<file path="config.mk">
export PLATFORM = sky130hd
export DESIGN_NAME = alu_arbiter
export DESIGN_NICKNAME = d
export VERILOG_FILES = /design/src/rtl/alu_arbiter.sv
export SDC_FILE = /design/constraint.sdc
export NUM_CORES = 1
export LEC_CHECK = 0
export CORE_ASPECT_RATIO = 0.75
export CORE_MARGIN = 2
export CORE_UTILIZATION = 29
export CTS_BUF_LIST = sky130_fd_sc_hd__clkbuf_2 sky130_fd_sc_hd__clkbuf_4 sky130_fd_sc_hd__clkbuf_8
export DETAILED_ROUTE_END_ITERATION = 8
export PLACE_DENSITY = 0.65
export SYNTH_ARGS = -nofsm -noshare
export SYNTH_HDL_FRONTEND = slang
export SYNTH_SLANG_ARGS = --single-unit
</file>
<file path="constraint.sdc">
create_clock -name clk -period 1.5 [get_ports clk]
set_clock_uncertainty 0.15 [all_clocks]
set_input_delay 0.225 -clock clk [delete_from_list [all_inputs] [get_ports clk]]
set_output_delay 0.225 -clock clk [all_outputs]
set_load 0.005 [all_outputs]
</file>
<file path="src/rtl/alu_arbiter.sv">
`default_nettype none
// ============================================================================
// Module      : alu_arbiter
// Description : Round-robin arbiter sharing one external combinational ALU
//               between two requesters. The grantee's operands are
//               registered onto the ALU drive, and the ALU result and zero
//               flag are captured into that port's result registers. A done
//               pulse then qualifies the new result.
// Ports       : clk, reset            - clock, synchronous active-high reset
//               reqN, aN, bN, ctrlN   - port N request and operation
//               doneN, resN, zeroN    - port N completion pulse and results
//               alu_a, alu_b, alu_ctrl- registered drive to the external ALU
//               alu_out, alu_zero     - result from the external ALU
//               busy                  - an operation is in flight
// Revision    : 1.0 - initial release
// ============================================================================
module alu_arbiter #(
    parameter int WIDTH  = 32,
    parameter int CTRL_W = 4
) (
    input  logic              clk,
    input  logic              reset,
    input  logic              req0,
    input  logic [WIDTH-1:0]  a0,
    input  logic [WIDTH-1:0]  b0,
    input  logic [CTRL_W-1:0] ctrl0,
    output logic              done0,
    output logic [WIDTH-1:0]  res0,
    output logic              zero0,
    input  logic              req1,
    input  logic [WIDTH-1:0]  a1,
    input  logic [WIDTH-1:0]  b1,
    input  logic [CTRL_W-1:0] ctrl1,
    output logic              done1,
    output logic [WIDTH-1:0]  res1,
    output logic              zero1,
    output logic [WIDTH-1:0]  alu_a,
    output logic [WIDTH-1:0]  alu_b,
    output logic [CTRL_W-1:0] alu_ctrl,
    input  logic [WIDTH-1:0]  alu_out,
    input  logic              alu_zero,
    output logic              busy
);

    typedef enum logic [1:0] {
        ST_IDLE = 2'd0,
        ST_EXEC = 2'd1,
        ST_RESP = 2'd2
    } state_t;

    state_t             r_state;
    state_t             w_state_nxt;
    logic               r_gnt;
    logic               r_last_gnt;
    logic [WIDTH-1:0]   r_alu_a;
    logic [WIDTH-1:0]   r_alu_b;
    logic [CTRL_W-1:0]  r_alu_ctrl;
    logic [WIDTH-1:0]   r_res0;
    logic [WIDTH-1:0]   r_res1;
    logic               r_zero0;
    logic               r_zero1;

    logic               w_any_req;
    logic               w_pick;
    logic               w_grant;
    logic               w_capture;
    logic               w_busy;
    logic               w_done0;
    logic               w_done1;

    // Single request wins outright; on a tie the port not served last wins.
    assign w_any_req = req0 | req1;
    assign w_pick    = (req0 & req1) ? ~r_last_gnt : req1;

    // State register
    always_ff @(posedge clk) begin
        if (reset) begin
            r_state <= ST_IDLE;
        end else begin
            r_state <= w_state_nxt;
        end
    end

    // Next-state and FSM outputs
    always_comb begin
        w_state_nxt = r_state;
        w_grant     = 1'b0;
        w_capture   = 1'b0;
        w_busy      = 1'b1;
        w_done0     = 1'b0;
        w_done1     = 1'b0;
        unique case (r_state)
            ST_IDLE: begin
                w_busy = 1'b0;
                if (w_any_req) begin
                    w_grant     = 1'b1;
                    w_state_nxt = ST_EXEC;
                end
            end
            ST_EXEC: begin
                w_capture   = 1'b1;
                w_state_nxt = ST_RESP;
            end
            ST_RESP: begin
                // Requests are deliberately not looked at here.
                w_done0     = ~r_gnt;
                w_done1     = r_gnt;
                w_state_nxt = ST_IDLE;
            end
            default: begin
                w_state_nxt = ST_IDLE;
            end
        endcase
    end

    // Datapath: operand latch at grant, result capture at end of EXEC.
    always_ff @(posedge clk) begin
        if (reset) begin
            r_gnt      <= 1'b0;
            r_last_gnt <= 1'b1;
            r_alu_a    <= '0;
            r_alu_b    <= '0;
            r_alu_ctrl <= '0;
            r_res0     <= '0;
            r_res1     <= '0;
            r_zero0    <= 1'b0;
            r_zero1    <= 1'b0;
        end else begin
            if (w_grant) begin
                r_gnt      <= w_pick;
                r_alu_a    <= w_pick ? a1    : a0;
                r_alu_b    <= w_pick ? b1    : b0;
                r_alu_ctrl <= w_pick ? ctrl1 : ctrl0;
            end
            if (w_capture) begin
                r_last_gnt <= r_gnt;
                if (r_gnt) begin
                    r_res1  <= alu_out;
                    r_zero1 <= alu_zero;
                end else begin
                    r_res0  <= alu_out;
                    r_zero0 <= alu_zero;
                end
            end
        end
    end

    assign alu_a    = r_alu_a;
    assign alu_b    = r_alu_b;
    assign alu_ctrl = r_alu_ctrl;
    assign res0     = r_res0;
    assign res1     = r_res1;
    assign zero0    = r_zero0;
    assign zero1    = r_zero1;
    assign done0    = w_done0;
    assign done1    = w_done1;
    assign busy     = w_busy;

endmodule
`default_nettype wire

</file>
==> run_results.csv <==
group,metric,value,unit
clock_tree,clkTransAtPathRegs,90,ps
clock_tree,clock_latency,440,ps
setup_path,cp.required,1660,ps
power_and_ir_drop,p_leak,4.657,nW
setup_path,crit_fanout,6,
timing,rsz0062_at_grt,"yes",
detailed_routing,drtIter0Drc,297,
yosys,netlist_area,0.005736,sq mm
place,post_dp_cell_area,0.009144,sq mm
global_routing,grt_pass1_vias,6448,
setup_path,r2r-start,"r_state[1]",
place,place.gp.congestion,0.8140,
setup_path,cp-start-kind,"flip-flop",
yosys,synth_seq_cells,138,
job,cap_violations,0,
floorplan,dieHeight,125.8,um
setup_path,critPathCaptureType,"flip-flop",
detailed_routing,vias,6481,
worst_hold_path,hold_path_end,"r_gnt",
yosys,yosys_warnings,0,
timing,max_freq,0.6045,GHz
yosys,seq_area_frac_synth,48.17,%
timing,post-route-period-util,110.3,%
floorplan,floorplan.rows,44,
yosys,synth.avg_cell_area,8.241,sq um
clock_tree,cts-root-buf,"clkbuf_8",
clock_tree,cts-buffers-inserted,17,
clock_tree,clock_sinks,138,
yosys,ys_types,25,
clock_tree,cts_buffer_depth,2,
setup_path,rr_worst_depth,9,
floorplan,pin_count,310,
cells_and_area,finalNetCount,1210,
floorplan,placeableCoreArea,0.01938,sq mm
detailed_routing,firstDrtPassIters,4,
cells_and_area,area_growth,92.50,%
detailed_routing,wl_per_cell,18.75,um
cells_and_area,fin_util,56.97,%
detailed_routing,drc,0,
setup_path,crit_slowest_cell,"dfxtp_4",
clock_tree,tritoncts,"built",
place,dpl_worst_slack,-431.1,ps
cells_and_area,layout_commonest_cell,"nand2_1",
clock_tree,cts_hold_buf,0,
cells_and_area,layout_common_cells,"nand2_1, clkdlybuf4s50_1, dlygate4sd2_1",
setup_path,crit_path_cell_trace,"buf_6 -> nor2_8 -> inv_4 -> buf_6 -> nor2_4 -> buf_8 -> buf_6 -> buf_12 -> a311oi_1",
timing,period_needed,1654,ps
setup_path,r2r_slack,-150,ps
place,hpwl,14070,um
global_routing,grt_pass1_wl,35600,um
global_routing,gr-total-overflow,0,
setup_path,slowest_delay,360,ps
yosys,synth_cells,696,
setup_path,reg2reg_to,"alu_a[31]",
timing,setup_viol_count_final,105,
power_and_ir_drop,vdd_ir_drop_max,0.4911,mV
setup_path,cp_data_arrival_time,1810,ps
cells_and_area,antennaDiodeCount,0,
status,status,"finished with violations",
global_routing,antenna_found_initial,0,
status,violations,"setup timing",
floorplan,die_w,166.4,um
floorplan,dieArea,0.02093,sq mm
setup_path,criticalPathCategory,"reg -> reg",
timing,slew_violations,0,
worst_hold_path,hp-class,"in -> reg",
power_and_ir_drop,power_density,943.7,mW/mm^2
yosys,syn_nets,869,
cells_and_area,layout-drive-gt1-share,30.48,%
clock_tree,cts.htree.levels,4,
timing,relSlewSlack,75.60,%
timing,hold_viol,0,
cells_and_area,final_area,0.01104,sq mm
worst_hold_path,whs_path_depth,3,
detailed_routing,via_per_inst,4.974,
worst_hold_path,min_from,"reset",
setup_path,crit_top_cell,"buf_6",
detailed_routing,drtAntennaViolNets,0,
global_routing,grt_usage,21.54,%
timing,setup_ws,-154.3,ps
timing,worst_pin_slew,365.9,ps
detailed_routing,wirelength,24430,um
global_routing,grt_max_degree,58,
place,place.port_buffers,309,
floorplan,initial_core_util,29.60,%
[through the flow]
step | setup TNS (ps) | instances | hold slack [ps] | power [mW]
2_1_floorplan | 0 | 696 | 211.0 | 5.147
3_3_place_gp | -26240 | 1219 | 291.4 | 6.514
3_5_place_dp | -28690 | 1219 | 295.7 | 6.523
4_1_cts | -12970 | 1298 | 64.98 | 10.23
5_1_grt | -14880 | 1303 | 82.27 | 10.85
6_report | -8227 | 1303 | 88.89 | 10.42
[state kept, by name (all words and copies together) (netlist names), 2 cells and up]
signal,flops
r_state,2
alu_ctrl,4
res1,32
alu_a,32
alu_b,32
res0,32
[report_power, final]
part	internal [mW]	switching, mW
Clock	1.63	1.57
Sequential	3.98	0.183
Combinational	1.71	1.35
Total	7.32	3.10
[cell usage after synthesis, drive strengths merged]
cell | number | area (sq um)
nand2 | 269 | 1010
dfxtp | 138 | 2763
a21oi | 135 | 675.7
a311oi | 68 | 720.7
buf | 50 | 342.8
clkbuf | 18 | 67.56
nor2 | 4 | 38.79
and3b | 2 | 17.52
nor3b | 2 | 20.02
a211o | 1 | 8.760
a21bo | 1 | 10.01
a21boi | 1 | 18.77
inv | 1 | 3.750
nand2b | 1 | 6.260
nand3b | 1 | 7.510
nor3 | 1 | 5.000
o21ai | 1 | 5.000
or2 | 1 | 6.260
or3b | 1 | 8.760
[timing repair]
| item | in CTS | in global routing |
|---|---|---|
| setup endpoints to repair | 272 | 145 |
| pin swaps | 32 | 66 |
| buffers inserted | 29 | 13 |
| gates resized for setup | 274 | 150 |
| cloned | 19 | 6 |
| hold endpoints to repair | 0 | 0 |
[worst max-delay path, delay by kind of cell (launching register included)]
kind / cells / cell delay (ps)
buf+inv: 6 / 680
flops: 1 / 360
simple gates: 2 / 240
compound gates: 1 / 90
[cell families (layout without fill, tap and decap cells)]
kind of cell / Yosys count / after routing / synth area share (%)
buffers and inverters: 69 / 423 / 7.221
flip-flops: 138 / 138 / 48.17
AND/OR/NAND/NOR: 282 / 282 / 19.52
AO/OA/AOI/OAI: 207 / 207 / 25.09
[cell type report]
type / instances / area [sq um]
Timing Repair Buffer: 390 / 4294
Clock inverter: 12 / 137.6
Clock buffer: 20 / 275.3
Fill cell: 1744 / 8338
Inverter: 1 / 6.256
Tap cell: 253 / 316.6
Sequential cell: 138 / 2825
Multi-Input combinational cell: 489 / 3186
[how the worst max path moves through the flow]
| stage | from | to | slack [ps] | depth (start not counted) |
|---|---|---|---|---|
| 2_1_floorplan | r_state[1] | alu_a[10] | 30 | 7 |
| 5_1_grt | r_state[1] | alu_a[31] | -220 | 9 |
| 3_3_place_gp | req1 | alu_a[12] | -400 | 6 |
| 6_report | r_state[1] | alu_a[31] | -150 | 9 |
| 3_5_place_dp | req1 | alu_b[31] | -430 | 6 |
| 4_1_cts | r_state[1] | alu_a[15] | -170 | 8 |
[layer usage]
| layer | global-route usage (%) | up-vias | routed length [um] |
|---|---|---|---|
| met5 | 0 | - | 0 |
| met4 | 5.020 | 0 | 354 |
| met3 | 7.448 | 24 | 1994 |
| met2 | 37.46 | 257 | 12080 |
| met1 | 25.70 | 3100 | 10000 |
| li1 | - | 3100 | - |
(Power assumes the default switching activity.)
